**config.mk**
```make
export PLATFORM = sky130hd
export DESIGN_NAME = darkbus_arbiter_flat
export DESIGN_NICKNAME = d
export VERILOG_FILES = /design/src/rtl/darkbus_if.sv /design/src/rtl/darkbus_arbiter.sv /design/src/flat_wrapper.sv
export SDC_FILE = /design/constraint.sdc
export NUM_CORES = 1
export LEC_CHECK = 0
export BUFFER_PORTS_ARGS = -buffer_cell sky130_fd_sc_hd__buf_2
export CAP_MARGIN = 20
export CORE_AREA = 2 2 168 170
export DETAILED_ROUTE_END_ITERATION = 16
export DIE_AREA = 0 0 170 172
export GPL_TIMING_DRIVEN = 0
export PLACE_DENSITY = 0.48
export SYNTH_ARGS = -nofsm -noshare
export SYNTH_HDL_FRONTEND = slang
export SYNTH_SLANG_ARGS = --single-unit
export TNS_END_PERCENT = 1
```
**constraint.sdc**
```tcl
create_clock -name clk -period 4.08 [get_ports clk]
set_input_delay 0.204 -clock clk [delete_from_list [all_inputs] [get_ports clk]]
set_output_delay 0.204 -clock clk [all_outputs]
set_load 0.02 [all_outputs]
```
**src/rtl/darkbus_if.sv**
```systemverilog
// Darkbus arbiter bundle: per-provider request/response vectors plus the single consumer port.
interface darkbus_if #(
    parameter int unsigned N_PROV = 4,
    parameter int unsigned ADDR_W = 32,
    parameter int unsigned DATA_W = 32,
    parameter int unsigned BE_W   = DATA_W / 8
);
    logic [N_PROV-1:0]        p_en;
    logic [N_PROV-1:0]        p_rw;
    logic [N_PROV*BE_W-1:0]   p_be;
    logic [N_PROV*ADDR_W-1:0] p_addr;
    logic [N_PROV*DATA_W-1:0] p_wdata;
    logic [N_PROV-1:0]        p_valid;
    logic [N_PROV-1:0]        p_err;
    logic [DATA_W-1:0]        p_rdata;
    logic                     c_en;
    logic                     c_rw;
    logic [BE_W-1:0]          c_be;
    logic [ADDR_W-1:0]        c_addr;
    logic [DATA_W-1:0]        c_wdata;
    logic [DATA_W-1:0]        c_rdata;
    logic                     c_valid;
    logic [N_PROV-1:0]        grant;

    // slave is the arbiter; master is the provider/consumer environment around it
    modport slave (
        input  p_en, p_rw, p_be, p_addr, p_wdata, c_rdata, c_valid,
        output p_valid, p_err, p_rdata, c_en, c_rw, c_be, c_addr, c_wdata, grant
    );
    modport master (
        output p_en, p_rw, p_be, p_addr, p_wdata, c_rdata, c_valid,
        input  p_valid, p_err, p_rdata, c_en, c_rw, c_be, c_addr, c_wdata, grant
    );
endinterface

```
**src/rtl/darkbus_arbiter.sv**
```systemverilog
// Round-robin arbiter sharing one darkbus consumer among N_PROV providers.
// Optional watchdog enabled by defining DARKBUS_TIMEOUT_EN.
module darkbus_arbiter #(
    parameter int unsigned N_PROV  = 4,
    parameter int unsigned ADDR_W  = 32,
    parameter int unsigned DATA_W  = 32,
    parameter int unsigned BE_W    = DATA_W / 8,
    parameter int unsigned TIMEOUT = 255
) (
    input logic      clk,
    input logic      rst_n,
    darkbus_if.slave bus
);
    localparam int unsigned PTR_W = (N_PROV > 1) ? $clog2(N_PROV) : 1;

    if (N_PROV < 2 || N_PROV > 16 || (DATA_W % 8) != 0 || BE_W != DATA_W / 8 || TIMEOUT == 0) begin : g_param_check
        $error("darkbus_arbiter: unsupported parameter set");
    end

    typedef enum logic [1:0] {IDLE = 2'd0, BUSY = 2'd1, DONE = 2'd2} state_t;

    state_t              state, state_next;
    logic [PTR_W-1:0]    ptr, ptr_d, owner, owner_d, win;
    logic                win_found;
    logic                expired;
    logic                c_en_d, c_rw_d;
    logic [BE_W-1:0]     c_be_d;
    logic [ADDR_W-1:0]   c_addr_d;
    logic [DATA_W-1:0]   c_wdata_d, p_rdata_d;
    logic [N_PROV-1:0]   grant_d, p_valid_d, p_err_d;

    // First requester at or after ptr, wrapping past the top index
    always_comb begin
        int unsigned cand;
        win       = ptr;
        win_found = 1'b0;
        cand      = 0;
        for (int unsigned i = 0; i < N_PROV; i++) begin
            cand = 32'(ptr) + i;
            if (cand >= N_PROV) cand = cand - N_PROV;
            if (!win_found && bus.p_en[cand]) begin
                win_found = 1'b1;
                win       = PTR_W'(cand);
            end
        end
    end

`ifdef DARKBUS_TIMEOUT_EN
    localparam int unsigned TO_W = $clog2(TIMEOUT + 1);
    logic [TO_W-1:0] to_cnt;

    // Counts BUSY cycles; held at zero everywhere else so it restarts on each grant
    always_ff @(posedge clk or negedge rst_n) begin
        if (!rst_n)             to_cnt <= '0;
        else if (state != BUSY) to_cnt <= '0;
        else                    to_cnt <= to_cnt + TO_W'(1);
    end
    assign expired = (state == BUSY) && (to_cnt == TO_W'(TIMEOUT - 1));
`else
    assign expired = 1'b0;
`endif

    always_ff @(posedge clk or negedge rst_n) begin
        if (!rst_n) state <= IDLE;
        else        state <= state_next;
    end

    always_comb begin
        state_next = state;
        unique case (state)
            IDLE:    if (win_found) state_next = BUSY;
            BUSY:    if (bus.c_valid || expired) state_next = DONE;
            DONE:    state_next = IDLE;
            default: state_next = IDLE;
        endcase
    end

    // Next values of every registered output; c_valid beats a same-cycle expiry
    always_comb begin
        ptr_d     = ptr;
        owner_d   = owner;
        grant_d   = bus.grant;
        c_en_d    = bus.c_en;
        c_rw_d    = bus.c_rw;
        c_be_d    = bus.c_be;
        c_addr_d  = bus.c_addr;
        c_wdata_d = bus.c_wdata;
        p_rdata_d = bus.p_rdata;
        p_valid_d = '0;
        p_err_d   = '0;
        unique case (state)
            IDLE: begin
                if (win_found) begin
                    owner_d   = win;
                    grant_d   = N_PROV'(1) << win;
                    c_en_d    = 1'b1;
                    c_rw_d    = bus.p_rw[win];
                    c_be_d    = bus.p_be[32'(win)*BE_W +: BE_W];
                    c_addr_d  = bus.p_addr[32'(win)*ADDR_W +: ADDR_W];
                    c_wdata_d = bus.p_wdata[32'(win)*DATA_W +: DATA_W];
                end
            end
            BUSY: begin
                if (bus.c_valid || expired) begin
                    c_en_d    = 1'b0;
                    p_valid_d = N_PROV'(1) << owner;
                    if (bus.c_valid) begin
                        p_rdata_d = bus.c_rdata;
                    end else begin
                        p_rdata_d = '1;
                        p_err_d   = N_PROV'(1) << owner;
                    end
                end
            end
            DONE: begin
                grant_d = '0;
                ptr_d   = (owner == PTR_W'(N_PROV - 1)) ? '0 : owner + PTR_W'(1);
            end
            default: ;
        endcase
    end

    always_ff @(posedge clk or negedge rst_n) begin
        if (!rst_n) begin
            ptr         <= '0;
            owner       <= '0;
            bus.grant   <= '0;
            bus.c_en    <= 1'b0;
            bus.c_rw    <= 1'b0;
            bus.c_be    <= '0;
            bus.c_addr  <= '0;
            bus.c_wdata <= '0;
            bus.p_rdata <= '0;
            bus.p_valid <= '0;
            bus.p_err   <= '0;
        end else begin
            ptr         <= ptr_d;
            owner       <= owner_d;
            bus.grant   <= grant_d;
            bus.c_en    <= c_en_d;
            bus.c_rw    <= c_rw_d;
            bus.c_be    <= c_be_d;
            bus.c_addr  <= c_addr_d;
            bus.c_wdata <= c_wdata_d;
            bus.p_rdata <= p_rdata_d;
            bus.p_valid <= p_valid_d;
            bus.p_err   <= p_err_d;
        end
    end
endmodule
```
**src/flat_wrapper.sv**
```systemverilog
// flat-port wrapper written by rule: the top's interface ports become plain ports
module darkbus_arbiter_flat 
#(
    parameter int unsigned N_PROV  = 4,
    parameter int unsigned ADDR_W  = 32,
    parameter int unsigned DATA_W  = 32,
    parameter int unsigned BE_W    = DATA_W / 8,
    parameter int unsigned TIMEOUT = 255
)
  (clk, rst_n, bus_p_en, bus_p_rw, bus_p_be, bus_p_addr, bus_p_wdata, bus_c_rdata, bus_c_valid, bus_p_valid, bus_p_err, bus_p_rdata, bus_c_en, bus_c_rw, bus_c_be, bus_c_addr, bus_c_wdata, bus_grant);
  darkbus_if #(.N_PROV(N_PROV), .ADDR_W(ADDR_W), .DATA_W(DATA_W), .BE_W(BE_W)) bus_i ();
  input logic clk;
  input logic rst_n;
  input wire logic [$bits(bus_i.p_en)-1:0] bus_p_en;
  input wire logic [$bits(bus_i.p_rw)-1:0] bus_p_rw;
  input wire logic [$bits(bus_i.p_be)-1:0] bus_p_be;
  input wire logic [$bits(bus_i.p_addr)-1:0] bus_p_addr;
  input wire logic [$bits(bus_i.p_wdata)-1:0] bus_p_wdata;
  input wire logic [$bits(bus_i.c_rdata)-1:0] bus_c_rdata;
  input wire logic [$bits(bus_i.c_valid)-1:0] bus_c_valid;
  output wire logic [$bits(bus_i.p_valid)-1:0] bus_p_valid;
  output wire logic [$bits(bus_i.p_err)-1:0] bus_p_err;
  output wire logic [$bits(bus_i.p_rdata)-1:0] bus_p_rdata;
  output wire logic [$bits(bus_i.c_en)-1:0] bus_c_en;
  output wire logic [$bits(bus_i.c_rw)-1:0] bus_c_rw;
  output wire logic [$bits(bus_i.c_be)-1:0] bus_c_be;
  output wire logic [$bits(bus_i.c_addr)-1:0] bus_c_addr;
  output wire logic [$bits(bus_i.c_wdata)-1:0] bus_c_wdata;
  output wire logic [$bits(bus_i.grant)-1:0] bus_grant;
  assign bus_i.p_en = bus_p_en;
  assign bus_i.p_rw = bus_p_rw;
  assign bus_i.p_be = bus_p_be;
  assign bus_i.p_addr = bus_p_addr;
  assign bus_i.p_wdata = bus_p_wdata;
  assign bus_i.c_rdata = bus_c_rdata;
  assign bus_i.c_valid = bus_c_valid;
  assign bus_p_valid = bus_i.p_valid;
  assign bus_p_err = bus_i.p_err;
  assign bus_p_rdata = bus_i.p_rdata;
  assign bus_c_en = bus_i.c_en;
  assign bus_c_rw = bus_i.c_rw;
  assign bus_c_be = bus_i.c_be;
  assign bus_c_addr = bus_i.c_addr;
  assign bus_c_wdata = bus_i.c_wdata;
  assign bus_grant = bus_i.grant;
  darkbus_arbiter #(.N_PROV(N_PROV), .ADDR_W(ADDR_W), .DATA_W(DATA_W), .BE_W(BE_W), .TIMEOUT(TIMEOUT)) u_core (.clk(clk), .rst_n(rst_n), .bus(bus_i));
endmodule
```
# Word level (Yosys, flattened, before mapping)
# Index checks and enable logic that the tools add are counted.
totals:
  register_bits: 116
  in_bits: 315
  out_inout_bits: 114
  elab_cells: 85
classes:
  n_addsub: 8
  magnitude_cmp: 9
  eq_ne: 5
  n_shift: 5
  muxes: 33
  n_reduce_logical: 14
op_table:
  columns: ["cell", "n"]
  rows:
  - ["$shiftx 128x8->32", 2]
  - ["$lt 32x3->1 const B", 4]
  - ["$mux 32", 4]
  - ["$ge 32x3->1 const B", 3]
  - ["$sub 32x3->32 const B", 3]
  - ["$shiftx 16x5->4", 1]
  - ["$mux 2", 7]
  - ["$mux 4", 3]
  - ["$mux 1", 11]
  - ["$bmux 1 s2", 5]
  - ["$pmux 4 s2", 1]
  - ["$reduce_and 2->1", 4]
  - ["$shl 1x2->4 const A", 2]
  - ["$add 2x2->3 const B", 2]
  - ["$eq 2x2->1 const B", 2]
  - ["$pmux 2 s2", 1]
  - ["$reduce_bool 2->1", 2]
  - ["$sub 2x3->4 const B", 1]
  - ["$add 2x1->3 const B", 1]
  - ["$ge 2x3->1 const B", 1]
  - ["$logic_and 1x1->1", 3]
  - ["$logic_not 1->1", 3]
  - ["$lt 2x3->1 const B", 1]
  - ["$reduce_and 3->1", 1]
  - ["other kinds (6)", 6]

# Depth between registers and ports, before layout
# Gate-level depths: netlist of the first run.
logic_depth:
  word_depth: 17
  ltp_mapped: 8
  mapped_depth_nobuf: 5

# Worst setup path after synthesis of the first run
# OpenSTA, ideal clock, no wires.
synth_path:
  path_type: "reg-to-reg"
  startpoint: "register u_core.ptr[1]"
  endpoint: "register u_core.bus.c_addr[17]"
  arrival_time_ps: 1744
  path_slack_ps: 2210
  stages_incl_launch_ff: 9
  path_buffers: 3
  cell_sequence: "dfrtp_1 buf_2 and3b_1 a2111oi_4 a211oi_2 buf_4 buf_6 a221oi_2 a21oi_1"
synth_via:
  elab_chain_cells: 15
synth_lines:
  columns: ["element", "line_no", "rtl"]
  rows:
  - ["start, declared", "darkbus_arbiter.sv:23", "logic [PTR_W-1:0] ptr, ptr_d, owner, owner_d, win;"]
  - ["start signal, assigned", "darkbus_arbiter.sv:137", "ptr <= ptr_d;"]
  - ["branches (longest 15 deep; another with $sub 32x3->32)", null, null]
  - ["end signal, assigned", "darkbus_arbiter.sv:143", "bus.c_addr <= c_addr_d;"]
  - ["end, declared", "darkbus_if.sv:28", "output p_valid, p_err, p_rdata, c_en, c_rw, c_be, c_addr, c_wdata, grant"]
# Several ways; the timed one is not identified. The select of a mux whose other input is x is not followed.
# A chain may end at the register's enable or synchronous reset.

# Final worst setup path of the first run
layout_path:
  startpoint: "register u_core.ptr[1]"
  endpoint: "register u_core.bus.c_addr[15]"
# The elaborated chain is that of the path after synthesis.

==> results.yml, run 1 <==
floorplanning:
  initial_core_util_pct: 24.2
  rows: 61
  io_pins: 429
  dieArea_um2: 29200
  core_um2: 27500
  die_w_um: 170
  fp.dieH_um: 172
synthesis:
  yosysSeqAreaShare_pct: 43.7
  syn_inst: 731
  synth-xor-area-share_pct: 0
  synth_edf_count: 0
  synth.area.mux_share_pct: 5.74
  yosys.area_share.simple_pct: 16.4
  async_flop_share_pct: 100
  ys_warn_count: 0
  synth-seq-cells: 116
  synth_top_family_by_area: "compound AO/OA/AOI/OAI gates"
  syn-cell-area_um2: 6650
  syn_area_per_cell_um2: 9.09
  synth_ff_type: "dfrtp_1"
  synth_cell_types: 48
  synth-compound-area-share_pct: 27.8
  synthAdderAreaFrac_pct: 0.753
clocking:
  cts.sinks: 116
  cts_htree_levels: 4
  cts_resized: 0
  cts_root_buf: "clkbuf_16"
  clockBufferDepth: 2
  numCtsBuffers: 17
  clk-insertion-delay-late_ns: 0.42
  cts_tree: "built"
  clk_pin_slew_ns: 0.07
sta:
  fmax_ghz: 0.368
  period_minus_slack_ns: 2.72
  final.setup.tns_ns: 0
  rsz0062_at_grt: "false"
  slew_violations: 0
  relSlewSlack_pct: 38.4
  hold_viol: 0
  setup_viol: 0
  clock_skew_ns: 0.0125
  whs_ns: 0.0832
  fin_crit_sh_pct: 66.6
  tightest_slew_ns: 0.918
power_and_ir_drop:
  ir_drop_mv: 0.245
  net-switching-power_mw: 3.21
  total_leakage_power_nw: 5.21
  p_clk_share_pct: 23.6
  p_int_mw: 3.93
  power_density_nw_per_um2: 697
  swShare_pct: 44.9
  pwr-share-seq_pct: 26.9
  comb_power_share_pct: 49.5
grt:
  grt-ovfl-total: 0
  grt_pass1_wl_mm: 44.0
  grt_max_degree: 74
  antenna_found_initial: 5
  first_global_vias: 7657
  grt_usage_pct: 20.2
detailed_routing:
  wire_per_inst_um: 19.4
  drt_iter0_markers: 411
  drc_errors: 0
  vias_per_cell: 4.80
  wl_mm: 30.5
  first_pass_iters: 5
  detail-route-antenna-nets: 0
  vias: 7552
critical_path:
  crit_family: "compound AO/OA/AOI/OAI gates"
  path_buf_inv: 3
  crit_chain: "buf_2 > and2_1 > o32a_1 > buf_2 > buf_2 > a21boi_0 > o21ai_0 > a21oi_1"
  critPathKind: "reg -> reg"
  crit_arrival_ns: 2.98
  critical-path-max-stage-delay_ns: 0.62
  critPathMaxFanout: 10
  startpoint_type: "flop"
  cp_common_cell: "buf_2"
  worstPathRequired_ns: 4.35
  end_kind: "flop"
  slowest_stage: "o21ai_0"
final_layout:
  synthToLayoutAreaGrowth_pct: 54.2
  nNetsFinal: 1531
  fill_cells: 2891
  drive_gt1_share_pct: 42.7
min_path:
  hold_class: "in -> reg"
placement:
  gp_congestion: 0.857
  dp_hpwl_mm: 23.3
  portBuffers: 423
flow_run:
  maxCapViolCount: 0
status:
  outcome: "finished, final reports clean"
[per-stage QoR]
stage / instance area [um2] / std cells / total power [mW] / setup slack, ns / utilization [%]
after floorplan: 6660 / 734 / 4.09 / 2.21 / -
after global placement: 9210 / 1503 / 5.46 / 1.00 / 33.5
after detailed placement: 9250 / 1504 / 5.48 / 1.35 / 33.6
after CTS: 10200 / 1570 / 7.24 / 1.33 / 37.2
after global routing: 10200 / 1573 / 7.65 / 1.16 / 37.3
final: 10200 / 1574 / 7.14 / 1.36 / 37.3
[cell families after synthesis]
family	after synthesis
DFF	116
and+or+nand+nor	252
other	1
adders and majority gates	4
buffers and inverters	74
muxes	38
AOI/OAI and AO/OA	246
[worst paths after layout]
| path | from | endpoint | slack, ns | cells past startpoint |
|---|---|---|---|---|
| max in group asynchronous | rst_n | u_core.bus.c_wdata[10]$_DFFE_PN0P_ | 3.02 | 3 |
| max reg2reg | u_core.ptr[1]$_DFFE_PN0P_ | u_core.bus.c_addr[15]$_DFFE_PN0P_ | 1.36 | 8 |
| min | bus_p_wdata[40] | u_core.bus.c_wdata[8]$_DFFE_PN0P_ | 0.08 | 3 |
| min in group asynchronous | rst_n | u_core.bus.p_rdata[18]$_DFFE_PN0P_ | 0.28 | 2 |
| min reg2reg | u_core.bus.p_rdata[13]$_DFFE_PN0P_ | u_core.bus.p_rdata[13]$_DFFE_PN0P_ | 0.47 | 2 |
| max | u_core.ptr[1]$_DFFE_PN0P_ | u_core.bus.c_addr[15]$_DFFE_PN0P_ | 1.36 | 8 |
[state kept, by name (all words and copies together) (netlist names)]
register,flops
u_core.bus.c_en,1
u_core.ptr,2
u_core.state,2
u_core.bus.grant,4
u_core.bus.c_wdata,32
u_core.owner,2
u_core.bus.p_valid,4
u_core.bus.c_rw,1
u_core.bus.c_addr,32
u_core.bus.p_rdata,32
u_core.bus.c_be,4
[cell type report]
cell class / instances / area, um2 / area share [%]
Sequential cell: 116 / 2900 / 28.3
Clock inverter: 15 / 215 / 2.10
Antenna cell: 3 / 7.51 / 0.0733
Multi-Input combinational cell: 544 / 3390 / 33.1
Buffer: 69 / 353 / 3.44
Inverter: 5 / 18.8 / 0.183
Timing Repair Buffer: 459 / 2500 / 24.4
Clock buffer: 17 / 425 / 4.15
Tap cell: 346 / 433 / 4.23
[worst register-to-register path: cells and delay by family, from the launching register on]
family,cells,cell delay [ns]
AND/OR/NAND/NOR,1,0.22
AO/OA/AOI/OAI,4,1.19
flip-flops,1,0.34
buffers and inverters,3,0.82
[cells in the mapped netlist (5+ instances only)]
cell	count	area (um2)
a21boi_0	14	105
a21o_1	37	278
a21oi_1	52	260
a221oi_1	32	280
a221oi_2	20	300
and2_1	5	31.3
and3_1	14	87.6
buf_2	21	105
buf_4	10	75.1
clkbuf_1	34	128
dfrtp_1	116	2900
mux2i_1	37	370
nand2_1	122	458
nand3_1	39	195
nor2_1	55	206
nor2b_1	5	31.3
o21ai_0	54	270
o221ai_1	18	158
[placed cells by master, fill, tap and decap left out, types with 5 or more instances in the layout]
| cell | synthesis | final |
|---|---|---|
| a21boi_0 | 14 | 14 |
| a21o_1 | 37 | 37 |
| a21oi_1 | 52 | 52 |
| a221oi_1 | 32 | 32 |
| a221oi_2 | 20 | 20 |
| and2_1 | 5 | 5 |
| and3_1 | 14 | 14 |
| buf_2 | 21 | 443 |
| buf_4 | 10 | 10 |
| buf_6 | 4 | 6 |
| clkbuf_1 | 34 | 34 |
| clkbuf_16 | 0 | 17 |
| dfrtp_1 | 116 | 116 |
| dlygate4sd3_1 | 0 | 34 |
| inv_6 | 0 | 7 |
| mux2i_1 | 37 | 37 |
| nand2_1 | 122 | 122 |
| nand3_1 | 39 | 39 |
| nor2_1 | 55 | 55 |
| nor2b_1 | 5 | 5 |
| o21ai_0 | 54 | 54 |
| o221ai_1 | 18 | 18 |
[routing by layer]
layer	vias up	global-route usage, %	routed length [um]
met3	39	5.29	2230
met4	4	7.10	799
met5	-	0	24
met2	317	34.7	14900
li1	3622	-	-
met1	3570	24.5	12500
[power groups by stage]
stage	Sequential (mW)	Clock (mW)	Combinational, mW
global route	1.99	1.80	3.87
CTS	1.92	1.74	3.58
global placement	1.92	0	3.53
floorplan	2.52	0	1.57
finish	1.92	1.69	3.53
detailed placement	1.93	0	3.55
[repair_timing]
item                                    CTS  global route
hold buffers                             34             0
hold endpoints to repair                 76             0
endpoints found under the setup margin    0             0
buffers inserted                          0             0
(Power assumes the default switching activity.)
==> run 2, diff against run 1 <==
--- a/config.mk
+++ b/config.mk
@@ -5,13 +5,14 @@
 export SDC_FILE = /design/constraint.sdc
 export NUM_CORES = 1
 export LEC_CHECK = 0
+export ABC_AREA = 1
 export BUFFER_PORTS_ARGS = -buffer_cell sky130_fd_sc_hd__buf_2
 export CAP_MARGIN = 20
 export CORE_AREA = 2 2 168 170
 export DETAILED_ROUTE_END_ITERATION = 16
 export DIE_AREA = 0 0 170 172
 export GPL_TIMING_DRIVEN = 0
-export PLACE_DENSITY = 0.48
+export PLACE_DENSITY = 0.55
 export SYNTH_ARGS = -nofsm -noshare
 export SYNTH_HDL_FRONTEND = slang
 export SYNTH_SLANG_ARGS = --single-unit
==> constraint.sdc (replaced) <==
create_clock -name clk -period 2.2 [get_ports clk]
set_input_delay 0.11 -clock clk [delete_from_list [all_inputs] [get_ports clk]]
set_output_delay 0.11 -clock clk [all_outputs]
set_load 0.02 [all_outputs]
==> run 2 against run 1 <==
  * The run now ends with negative setup slack left
  * Sequential power is 95% higher
  * First-iteration DRC count up 93%
  * Hold slack better by 0.016 ns
  * Power grew to 3.6 times the previous value
  * Combinational power grew to 5.3 times the previous value
  * Synthesized area rose by 19%
  * Largest cell class unchanged
  * Highest routed layer unchanged
  * Critical path depth is 8 higher
  * Clock-buffer cell count up 1
  * Flip-flop and latch count unchanged
  * Clock skew is 0.0037 ns higher
  * Wire length increased by 29%
==> results.yml, run 2 <==
status:
  outcome: "complete, but fails checks"
  failed_checks: "negative setup slack"
critical_path:
  crit_path_start: "u_core.ptr[1]$_DFFE_PN0P_"
  critical-path-max-stage-delay_ns: 0.38
  critPathKind: "reg -> reg"
  slowest_stage: "dfrtp_1"
  cp_common_cell: "nand2_1"
  worstPathRequired_ns: 2.50
  end_kind: "flop"
  crit_chain: "buf_6 > nand2_1 > nand2_2 > nand2_2 > nand2_4 > nor2_4 > nand4_1 > buf_6 > buf_12 > buf_12 > nand3_1 > nand2_1 > nand2_1 > nand2_1 > nand2_1 > nand2_1"
  critPathMaxFanout: 10
  crit_arrival_ns: 2.52
  startpoint_type: "flop"
  r2r_start: "u_core.ptr[1]$_DFFE_PN0P_"
floorplanning:
  core_um2: 27500
  fp.dieH_um: 172
  die_w_um: 170
  initial_core_util_pct: 28.9
  rows: 61
  io_pins: 429
  dieArea_um2: 29200
placement:
  numPlacedInstances: 2048
  dp_hpwl_mm: 28.5
  gp_congestion: 0.919
  portBuffers: 424
clocking:
  clockBufferDepth: 2
  clk-insertion-delay-late_ns: 0.42
  cts_root_buf: "clkbuf_16"
  cts_htree_levels: 4
  clk_pin_slew_ns: 0.07
  cts.sinks: 116
  cts_tree: "built"
  numCtsBuffers: 17
sta:
  setup_viol: 10
  rsz0062_at_grt: "true"
  fin_crit_sh_pct: 101
  hold_viol: 0
  slew_violations: 0
  layout_setup_ws_ns: -0.0211
  clock_skew_ns: 0.0162
  period_minus_slack_ns: 2.22
  whs_ns: 0.0993
  final.setup.tns_ns: -0.122
  fmax_ghz: 0.450
final_layout:
  nNetsFinal: 2103
  top_regs: "u_core.bus.c_addr x32, u_core.bus.c_wdata x32, u_core.bus.p_rdata x32"
  post-route-util_pct: 46.3
  final_cell_mix: "681 x nand2_1, 427 x buf_2, 276 x nand3_1, 115 x dfrtp_1, 37 x buf_4"
  fin_cells: 2148
  drive_gt1_share_pct: 35.9
  final_common_cell: "nand2_1"
  synthToLayoutAreaGrowth_pct: 60.2
grt:
  grt-ovfl-total: 0
  first_global_vias: 9894
  antenna_found_initial: 6
  grt_max_degree: 76
  grt_usage_pct: 25.4
  grt_pass1_wl_mm: 56.4
detailed_routing:
  vias_per_cell: 4.81
  vias: 10300
  wl_mm: 39.5
  drt_iter0_markers: 794
  detail-route-antenna-nets: 0
  first_pass_iters: 5
  drc_errors: 0
  wire_per_inst_um: 18.4
synthesis:
  synth_edf_count: 0
  synth_ff_type: "dfrtp_1"
  yosysSeqAreaShare_pct: 36.6
  syn_inst: 1274
  syn-cell-area_um2: 7940
  yosysMostFrequentCell: "nand2_1"
  syn_area_per_cell_um2: 6.23
  synth_common_cells: "708 x nand2_1, 298 x nand3_1, 116 x dfrtp_1"
  ys_warn_count: 0
  synth_cell_types: 21
  synth.area.top_cells: "dfrtp_1 37%, nand2_1 33%, nand3_1 19%, buf_2 4.0%, buf_6 1.8%"
  yosys.area.top_type_share_pct: 36.6
  synth-seq-cells: 116
  synth_top_area_cell: "dfrtp_1"
  async_flop_share_pct: 100
power_and_ir_drop:
  ir_drop_mv: 0.701
  power_density_nw_per_um2: 2010
  total_leakage_power_nw: 7.57
  finalPower_mw: 25.6
min_path:
  hold_start: "bus_p_be[4]"
  hold_class: "in -> reg"
flow_run:
  maxCapViolCount: 0
[run 2: path summary, 6_finish.rpt]
| path | endpoint | slack, ns | cells past startpoint |
|---|---|---|---|
| max | u_core.bus.c_addr[1]$_DFFE_PN0P_ | -0.02 | 16 |
| min | u_core.bus.c_be[0]$_DFFE_PN0P_ | 0.1 | 7 |
| max reg2reg | u_core.bus.c_addr[1]$_DFFE_PN0P_ | -0.02 | 16 |
| min reg2reg | u_core.bus.c_wdata[22]$_DFFE_PN0P_ | 0.47 | 2 |
| max in group asynchronous | u_core.bus.c_wdata[2]$_DFFE_PN0P_ | 1.28 | 3 |
| min in group asynchronous | u_core.bus.p_rdata[25]$_DFFE_PN0P_ | 0.15 | 2 |
[run 2: layout make-up]
class | count | area, um2
clock inverters | 14 | 190
repair buffers | 490 | 2930
inverters | 19 | 83.8
well taps | 346 | 433
fillers | 2886 | 14800
multi-input cells | 1041 | 4650
plain buffers | 99 | 1070
diodes | 5 | 12.5
clock buffers | 18 | 439
flip-flops and latches | 116 | 2900
[run 2: per-layer routing]
metal	vias up	wire (um)	track usage [%]
li1	5090	-	-
met1	4803	16700	31.4
met2	400	19400	44.6
met3	28	2930	6.57
met4	2	461	5.91
met5	-	9	0
[run 2: stage by stage]
| stage | instance area (um2) | setup WS, ns |
|---|---|---|
| 6_report | 12700 | -0.0211 |
| 5_1_grt | 12700 | -0.138 |
| 4_1_cts | 11800 | -0.0184 |
| 3_5_place_dp | 10500 | -0.472 |
| 3_3_place_gp | 10500 | -0.674 |
| 2_1_floorplan | 7950 | 0.318 |
[run 2: critical path: cells and delay by family, from the launching register on]
kind,cells,cell delay [ns]
flops,1,0.38
buf+inv,4,0.61
simple gates,12,1.10
[run 2: power breakdown]
group	leakage, nW	internal (mW)	total (mW)	switching, mW
Sequential	1.45	3.18	3.74	0.560
Clock	0.307	1.86	3.04	1.19
Combinational	5.81	7.40	18.8	11.4
Total	7.57	12.4	25.6	13.2
[run 2: cells by family after synthesis]
group | after synthesis | share of synthesized area [%]
fa+ha+maj | 4 | 0.630
other cells | 1 | 0.0472
simple gates | 1024 | 53.7
flops | 116 | 36.6
compound gates | 7 | 0.520
buf+inv | 122 | 8.56
[run 2: repair_timing]
action | CTS | global route
pin swaps | 4 | 28
gates cloned | 2 | 12
hold buffers | 34 | 0
hold endpoints to repair | 74 | 0
endpoints found under the setup margin | 77 | 77
buffers inserted | 10 | 10
resized for setup | 75 | 182
